==> config.mk <==
export PLATFORM = sky130hd
export DESIGN_NAME = mem_port_arbiter_flat
export DESIGN_NICKNAME = d
export VERILOG_FILES = /design/src/rtl/mem_port_arbiter_if.sv /design/src/rtl/mem_port_arbiter.sv /design/src/flat_wrapper.sv
export SDC_FILE = /design/constraint.sdc
export NUM_CORES = 1
export LEC_CHECK = 0
export CELL_PAD_IN_SITES_DETAIL_PLACEMENT = 1
export CELL_PAD_IN_SITES_GLOBAL_PLACEMENT = 1
export CORE_UTILIZATION = 27
export CTS_CLUSTER_SIZE = 24
export DETAILED_ROUTE_END_ITERATION = 12
export PLACE_DENSITY = 0.87
export SYNTH_ARGS = -nofsm -noshare
export SYNTH_HDL_FRONTEND = slang
export SYNTH_SLANG_ARGS = --single-unit
==> constraint.sdc <==
create_clock -name clk -period 2.3 [get_ports clk]
set_input_delay 0.69 -clock clk [delete_from_list [all_inputs] [get_ports clk]]
set_output_delay 0.69 -clock clk [all_outputs]
set_load 0.02 [all_outputs]
==> src/rtl/mem_port_arbiter_if.sv <==
// Bundle of fetch, data and RAM-side signals shared by the unified-memory arbiter.
// The slave modport is the arbiter's view; master is the pipeline/RAM side.
interface mem_port_arbiter_if #(
  parameter int ADDR_W = 32,
  parameter int DATA_W = 32
);
  logic                  if_req;
  logic [ADDR_W-1:0]     if_addr;
  logic                  if_kill;
  logic [DATA_W-1:0]     if_rdata;
  logic                  if_ready;
  logic                  if_stall;

  logic                  mem_req;
  logic                  mem_we;
  logic [ADDR_W-1:0]     mem_addr;
  logic [DATA_W-1:0]     mem_wdata;
  logic [DATA_W/8-1:0]   mem_wstrb;
  logic [DATA_W-1:0]     mem_rdata;
  logic                  mem_ready;
  logic                  mem_stall;

  logic                  ram_en;
  logic                  ram_we;
  logic [ADDR_W-1:0]     ram_addr;
  logic [DATA_W-1:0]     ram_wdata;
  logic [DATA_W/8-1:0]   ram_wstrb;
  logic [DATA_W-1:0]     ram_rdata;

  modport slave (
    input  if_req, if_addr, if_kill,
    output if_rdata, if_ready, if_stall,
    input  mem_req, mem_we, mem_addr, mem_wdata, mem_wstrb,
    output mem_rdata, mem_ready, mem_stall,
    output ram_en, ram_we, ram_addr, ram_wdata, ram_wstrb,
    input  ram_rdata
  );

  modport master (
    output if_req, if_addr, if_kill,
    input  if_rdata, if_ready, if_stall,
    output mem_req, mem_we, mem_addr, mem_wdata, mem_wstrb,
    input  mem_rdata, mem_ready, mem_stall,
    input  ram_en, ram_we, ram_addr, ram_wdata, ram_wstrb,
    output ram_rdata
  );
endinterface

==> src/rtl/mem_port_arbiter.sv <==
// Arbitrates a single-port fixed-latency unified memory between fetch (IF) and
// load/store (MEM) ports: data priority with a starvation guard for fetch.
module mem_port_arbiter #(
  parameter int ADDR_W     = 32,
  parameter int DATA_W     = 32,
  parameter int MEM_LAT    = 1,
  parameter int STARVE_MAX = 4
) (
  input  logic               clk,
  input  logic               rst,
  mem_port_arbiter_if.slave  bus
);
  localparam int STRB_W = DATA_W / 8;
  localparam int CNT_W  = (MEM_LAT > 1) ? $clog2(MEM_LAT) : 1;
  localparam int SC_W   = $clog2(STARVE_MAX + 1);

  typedef enum logic [1:0] {S_IDLE, S_ISSUE, S_WAIT, S_RESP} state_t;
  typedef enum logic {OWN_IF, OWN_MEM} owner_t;

  state_t              r_state;
  state_t              w_state_nxt;
  owner_t              r_owner;
  logic                r_kill_flag;
  logic [CNT_W-1:0]    r_wait_cnt;
  logic [SC_W-1:0]     r_starve_cnt;
  logic                r_ram_en;
  logic                r_ram_we;
  logic [ADDR_W-1:0]   r_ram_addr;
  logic [DATA_W-1:0]   r_ram_wdata;
  logic [STRB_W-1:0]   r_ram_wstrb;
  logic [DATA_W-1:0]   r_if_rdata;
  logic [DATA_W-1:0]   r_mem_rdata;

  logic                w_grant_if;
  logic                w_grant_mem;
  logic                w_capture;
  logic                w_kill_hit;
  logic                w_starved;

  assign w_starved  = (r_starve_cnt == SC_W'(STARVE_MAX));
  assign w_kill_hit = bus.if_kill && (r_owner == OWN_IF) && (r_state != S_IDLE);

  always_comb begin
    w_state_nxt = r_state;
    w_grant_if  = 1'b0;
    w_grant_mem = 1'b0;
    w_capture   = 1'b0;
    case (r_state)
      S_IDLE: begin
        // A fetch being killed in this same cycle is not eligible for a grant
        if (bus.if_req && !bus.if_kill && (!bus.mem_req || w_starved)) begin
          w_grant_if  = 1'b1;
          w_state_nxt = S_ISSUE;
        end else if (bus.mem_req) begin
          w_grant_mem = 1'b1;
          w_state_nxt = S_ISSUE;
        end
      end
      S_ISSUE: w_state_nxt = S_WAIT;
      S_WAIT: begin
        if (r_wait_cnt == '0) begin
          w_capture   = 1'b1;
          w_state_nxt = S_RESP;
        end
      end
      S_RESP:  w_state_nxt = S_IDLE;
      default: w_state_nxt = S_IDLE;
    endcase
  end

  always_ff @(posedge clk) begin
    if (rst) r_state <= S_IDLE;
    else     r_state <= w_state_nxt;
  end

  always_ff @(posedge clk) begin
    if (rst) begin
      r_owner      <= OWN_IF;
      r_kill_flag  <= 1'b0;
      r_wait_cnt   <= '0;
      r_starve_cnt <= '0;
      r_ram_en     <= 1'b0;
      r_ram_we     <= 1'b0;
      r_ram_addr   <= '0;
      r_ram_wdata  <= '0;
      r_ram_wstrb  <= '0;
      r_if_rdata   <= '0;
      r_mem_rdata  <= '0;
    end else begin
      r_ram_en <= 1'b0;
      r_ram_we <= 1'b0;
      if (w_grant_if) begin
        r_owner      <= OWN_IF;
        r_ram_en     <= 1'b1;
        r_ram_addr   <= bus.if_addr;
        r_ram_wstrb  <= '0;
        r_starve_cnt <= '0;
      end
      if (w_grant_mem) begin
        r_owner     <= OWN_MEM;
        r_ram_en    <= 1'b1;
        r_ram_we    <= bus.mem_we;
        r_ram_addr  <= bus.mem_addr;
        r_ram_wdata <= bus.mem_wdata;
        r_ram_wstrb <= bus.mem_we ? bus.mem_wstrb : '0;
        if (!bus.if_req)     r_starve_cnt <= '0;
        else if (!w_starved) r_starve_cnt <= r_starve_cnt + 1'b1;
      end
      if (r_state == S_ISSUE) r_wait_cnt <= CNT_W'(MEM_LAT - 1);
      else if ((r_state == S_WAIT) && !w_capture) r_wait_cnt <= r_wait_cnt - 1'b1;
      // A cancelled fetch leaves the previously delivered instruction visible
      if (w_capture) begin
        if (r_owner == OWN_MEM) r_mem_rdata <= bus.ram_rdata;
        else if (!r_kill_flag && !w_kill_hit) r_if_rdata <= bus.ram_rdata;
      end
      if (r_state == S_RESP) r_kill_flag <= 1'b0;
      else if (w_kill_hit)   r_kill_flag <= 1'b1;
    end
  end

  assign bus.if_ready  = (r_state == S_RESP) && (r_owner == OWN_IF) && !r_kill_flag && !bus.if_kill;
  assign bus.mem_ready = (r_state == S_RESP) && (r_owner == OWN_MEM);
  assign bus.if_stall  = bus.if_req && !bus.if_ready;
  assign bus.mem_stall = bus.mem_req && !bus.mem_ready;
  assign bus.if_rdata  = r_if_rdata;
  assign bus.mem_rdata = r_mem_rdata;
  assign bus.ram_en    = r_ram_en;
  assign bus.ram_we    = r_ram_we;
  assign bus.ram_addr  = r_ram_addr;
  assign bus.ram_wdata = r_ram_wdata;
  assign bus.ram_wstrb = r_ram_wstrb;
endmodule

==> src/flat_wrapper.sv <==
// flat-port wrapper written by rule: the top's interface ports become plain ports
module mem_port_arbiter_flat 
#(
  parameter int ADDR_W     = 32,
  parameter int DATA_W     = 32,
  parameter int MEM_LAT    = 1,
  parameter int STARVE_MAX = 4
)
  (clk, rst, bus_if_req, bus_if_addr, bus_if_kill, bus_if_rdata, bus_if_ready, bus_if_stall, bus_mem_req, bus_mem_we, bus_mem_addr, bus_mem_wdata, bus_mem_wstrb, bus_mem_rdata, bus_mem_ready, bus_mem_stall, bus_ram_en, bus_ram_we, bus_ram_addr, bus_ram_wdata, bus_ram_wstrb, bus_ram_rdata);
  mem_port_arbiter_if #(.ADDR_W(ADDR_W), .DATA_W(DATA_W)) bus_i ();
  input  logic clk;
  input  logic rst;
  input wire logic [$bits(bus_i.if_req)-1:0] bus_if_req;
  input wire logic [$bits(bus_i.if_addr)-1:0] bus_if_addr;
  input wire logic [$bits(bus_i.if_kill)-1:0] bus_if_kill;
  output wire logic [$bits(bus_i.if_rdata)-1:0] bus_if_rdata;
  output wire logic [$bits(bus_i.if_ready)-1:0] bus_if_ready;
  output wire logic [$bits(bus_i.if_stall)-1:0] bus_if_stall;
  input wire logic [$bits(bus_i.mem_req)-1:0] bus_mem_req;
  input wire logic [$bits(bus_i.mem_we)-1:0] bus_mem_we;
  input wire logic [$bits(bus_i.mem_addr)-1:0] bus_mem_addr;
  input wire logic [$bits(bus_i.mem_wdata)-1:0] bus_mem_wdata;
  input wire logic [$bits(bus_i.mem_wstrb)-1:0] bus_mem_wstrb;
  output wire logic [$bits(bus_i.mem_rdata)-1:0] bus_mem_rdata;
  output wire logic [$bits(bus_i.mem_ready)-1:0] bus_mem_ready;
  output wire logic [$bits(bus_i.mem_stall)-1:0] bus_mem_stall;
  output wire logic [$bits(bus_i.ram_en)-1:0] bus_ram_en;
  output wire logic [$bits(bus_i.ram_we)-1:0] bus_ram_we;
  output wire logic [$bits(bus_i.ram_addr)-1:0] bus_ram_addr;
  output wire logic [$bits(bus_i.ram_wdata)-1:0] bus_ram_wdata;
  output wire logic [$bits(bus_i.ram_wstrb)-1:0] bus_ram_wstrb;
  input wire logic [$bits(bus_i.ram_rdata)-1:0] bus_ram_rdata;
  assign bus_i.if_req = bus_if_req;
  assign bus_i.if_addr = bus_if_addr;
  assign bus_i.if_kill = bus_if_kill;
  assign bus_if_rdata = bus_i.if_rdata;
  assign bus_if_ready = bus_i.if_ready;
  assign bus_if_stall = bus_i.if_stall;
  assign bus_i.mem_req = bus_mem_req;
  assign bus_i.mem_we = bus_mem_we;
  assign bus_i.mem_addr = bus_mem_addr;
  assign bus_i.mem_wdata = bus_mem_wdata;
  assign bus_i.mem_wstrb = bus_mem_wstrb;
  assign bus_mem_rdata = bus_i.mem_rdata;
  assign bus_mem_ready = bus_i.mem_ready;
  assign bus_mem_stall = bus_i.mem_stall;
  assign bus_ram_en = bus_i.ram_en;
  assign bus_ram_we = bus_i.ram_we;
  assign bus_ram_addr = bus_i.ram_addr;
  assign bus_ram_wdata = bus_i.ram_wdata;
  assign bus_ram_wstrb = bus_i.ram_wstrb;
  assign bus_i.ram_rdata = bus_ram_rdata;
  mem_port_arbiter #(.ADDR_W(ADDR_W), .DATA_W(DATA_W), .MEM_LAT(MEM_LAT), .STARVE_MAX(STARVE_MAX)) u_core (.clk(clk), .rst(rst), .bus(bus_i));
endmodule
==> results.tsv <==
stage	metric	value	unit
logic_synthesis	ys_warn_count	0	
grt	antenna_found_initial	0	
setup_path	ff2ff_setup_slack	0.36	ns
clock_network	clockBufferDepth	2	
logic_synthesis	syn_inst	681	
clock_network	cts_tree	yes	
sta	final.min_clock_period	2.24	ns
logic_synthesis	synth_compound_area_frac	0.183	
grt	grt_overflow	0	
run_status	outcome	complete, no violations	
logic_synthesis	yosysTopAreaCellShare	0.528	
logic_synthesis	syn_area	5380	sq um
floorplan	die_y	143	um
job	maxCapViolations	0	
grt	grt_pass1_wl	31600	um
logic_synthesis	synth_area_per_cell	7.91	sq um
logic_synthesis	synth_area_leaders	dfxtp_1 (53%), nand2_1 (16%), a21oi_1 (12%)	
setup_path	endpoint_kind	output port	
route	drcViolationCount	0	
logic_synthesis	synthSimpleGateAreaFrac	0.218	
sta	max_freq	0.446	GHz
clock_network	path_clk_slew	0.06	ns
clock_network	htreeDepth	4	
grt	track_usage	0.201	
layout	synthToLayoutAreaGrowth	70.2	%
sta	worstMarginPinSlew	0.631	ns
route	wirelength	20400	um
route	drtIter0Drc	160	
power_and_ir_drop	power.total	10.0	mW
floorplan	initial_core_util	0.276	
grt	met2_usage	0.365	
sta	fin_setup_tns	0	ns
sta	holdWs	0.453	ns
grt	gr-usage-met1	0.215	
sta	min_period_over_period	0.975	
layout	fin_nets	1090	
clock_network	numCtsBuffers	17	
placement	place.gp.congestion	0.779	
placement	placedInstanceArea	8530	sq um
logic_synthesis	synthTopCellsByCount	nand2_1 (227), dfxtp_1 (142), a21oi_1 (132)	
setup_path	cp_max_fo	2	
setup_path	required	1.61	ns
setup_path	max_stage_delay	0.50	ns
power_and_ir_drop	p_leak	3.36	nW
logic_synthesis	seq_area_frac_synth	0.528	
clock_network	cts_root_buf	clkbuf_16	
route	dr.pass1.iters	5	
logic_synthesis	synth_ff_type	dfxtp_1	
layout	seq_area	2840	sq um
sta	finalHoldViolCount	0	
layout	utilization	0.469	
logic_synthesis	synth_seq_cells	142	
sta	relSlewSlack	0.579	
grt	grt_max_degree	84	
grt	top_usage_layer	met2	
layout	n_antenna_cell	0	
logic_synthesis	synth_fa_ha_area_frac	0.0163	
logic_synthesis	synthesis.nets	826	
sta	final-max-slew-violation-count	0	
placement	portBuffers	275	
logic_synthesis	synth_edf_count	0	
layout	fin_cells	1223	
sta	setup_slack	0.0567	ns
floorplan	core_area	19500	sq um
clock_network	clk_latency	0.42	ns
placement	dp.cells	1190	
grt	grt_pass1_vias	6048	
logic_synthesis	synth_mux_area_frac	0.00372	
layout	drive_gt1_frac	0.0678	
grt	met3_usage	0.0661	
route	viasPerCell	4.67	
layout	nFillCells	2326	
setup_path	cp_cell_sequence	clkdlybuf4s50_1 -> nor2b_1 -> buf_2	
power_and_ir_drop	peakVddDrop	534	uV
sta	finClkSkew	0.0118	ns
placement	hpwl	14000	um
power_and_ir_drop	p_per_area	1090	nW/um^2
setup_path	cp_slowest_cell	clkdlybuf4s50_1	
layout	multi_input_area	2300	sq um
setup_path	cp-start-kind	primary input	
logic_synthesis	yosysMostFrequentCell	nand2_1	
sta	setup_viol	0	
floorplan	row_count	51	
setup_path	arrival	1.55	ns
floorplan	die-area	20500	sq um
logic_synthesis	synth.distinct_cells	30	
clock_network	cts_hold_buf	0	
logic_synthesis	synth_top_family_by_area	simple AND/OR/NAND/NOR gates	
floorplan	die-width	143	um
min_path	hold_path_class	register to register	
placement	dp_slack	-0.704	ns
route	vias	5714	
clock_network	cts.sink_count	142	
route	wl_per_cell	16.7	um
route	drtAntennaViolNets	0	
layout	postLayoutCellArea	9170	sq um
logic_synthesis	synth-xor-area-share	0	
setup_path	setup.worst_path.class	primary input to output port	
floorplan	pin_count	276	
logic_synthesis	synth_async_sr_flop_share	0	
logic_synthesis	yosys.area.top_type	dfxtp_1	
sta	rsz0062_at_grt	false	
## registers in the layout, indices dropped and copies added, names as in the netlist
signal	cells
u_core.r_kill_flag	1
u_core.r_owner	1
u_core.bus.ram_wdata	32
u_core.r_state	2
u_core.bus.ram_en	1
u_core.r_starve_cnt	3
u_core.bus.mem_rdata	32
u_core.bus.ram_addr	32
u_core.bus.ram_wstrb	4
u_core.bus.ram_we	1
u_core.bus.if_rdata	32
u_core.r_wait_cnt	1
## worst max-delay path: cells and delay by family
kind | cells | cell delay, ns
buf+inv | 2 | 0.70
simple gates | 1 | 0.16
## worst paths after layout
kind | startpoint | depth (start not counted) | end
setup reg to reg | u_core.r_state[0] | 7 | u_core.bus.ram_addr[9]
hold reg to reg | u_core.bus.ram_wdata[29] | 2 | u_core.bus.ram_wdata[29]
setup / recovery | bus_mem_req | 3 | bus_mem_stall
hold / removal | u_core.bus.ram_wdata[29] | 2 | u_core.bus.ram_wdata[29]
## metal layers
| layer | vias up | routed length [um] |
|---|---|---|
| li1 | 2782 | - |
| met1 | 2709 | 8070 |
| met2 | 186 | 10300 |
| met3 | 37 | 1500 |
| met4 | 0 | 500 |
| met5 | - | 0 |
## placed cells by master, fill, tap and decap left out, drive strengths merged
master,instances
a21o,1
o21ai,1
and3,2
nand3,3
nor2b,3
a211oi,32
a2bb2oi,1
dlygate4sd2,2
inv,7
nor3,3
buf,29
ha,7
clkinv,7
bufinv,5
nor4,1
mux2i,2
nand3b,1
nand4b,1
nand2b,2
a21oi,132
and2b,1
a32oi,5
nand2,227
o21a,1
clkbuf,18
nor4b,2
a22oi,1
clkdlybuf4s50,268
nand4,1
and2,2
nor2,48
dfxtp,142
## area by class of cell
cell class,count,area share
inverters,5,0.00205
clock inverters,14,0.0233
clock buffers,18,0.0468
flip-flops and latches,142,0.310
repair buffers,299,0.331
multi-input cells,480,0.251
well taps,265,0.0362
## report_power, final
| part | switching, mW | internal (mW) | leakage [nW] |
|---|---|---|---|
| combinational | 2.06 | 1.67 | 1.88 |
| sequential | 0.268 | 2.95 | 1.16 |
| clock | 1.12 | 1.93 | 0.318 |
| total | 3.45 | 6.56 | 3.36 |
## timing repair
item | CTS | global route
resized for setup | 20 | 0
endpoints found under the setup margin | 4 | 0
buffers inserted | 1 | 0
hold endpoints to repair | 0 | 0
## cell families (layout without fill, tap and decap cells)
kind of cell             after synthesis  count (layout)
multiplexers                           2               2
flip-flops                           142             142
AO/OA/AOI/OAI                        174             174
buffers and inverters                 59             336
AND/OR/NAND/NOR                      297             297
adder cells (fa/ha/maj)                7               7
Note: power is estimated with default switching activity, not from simulation.
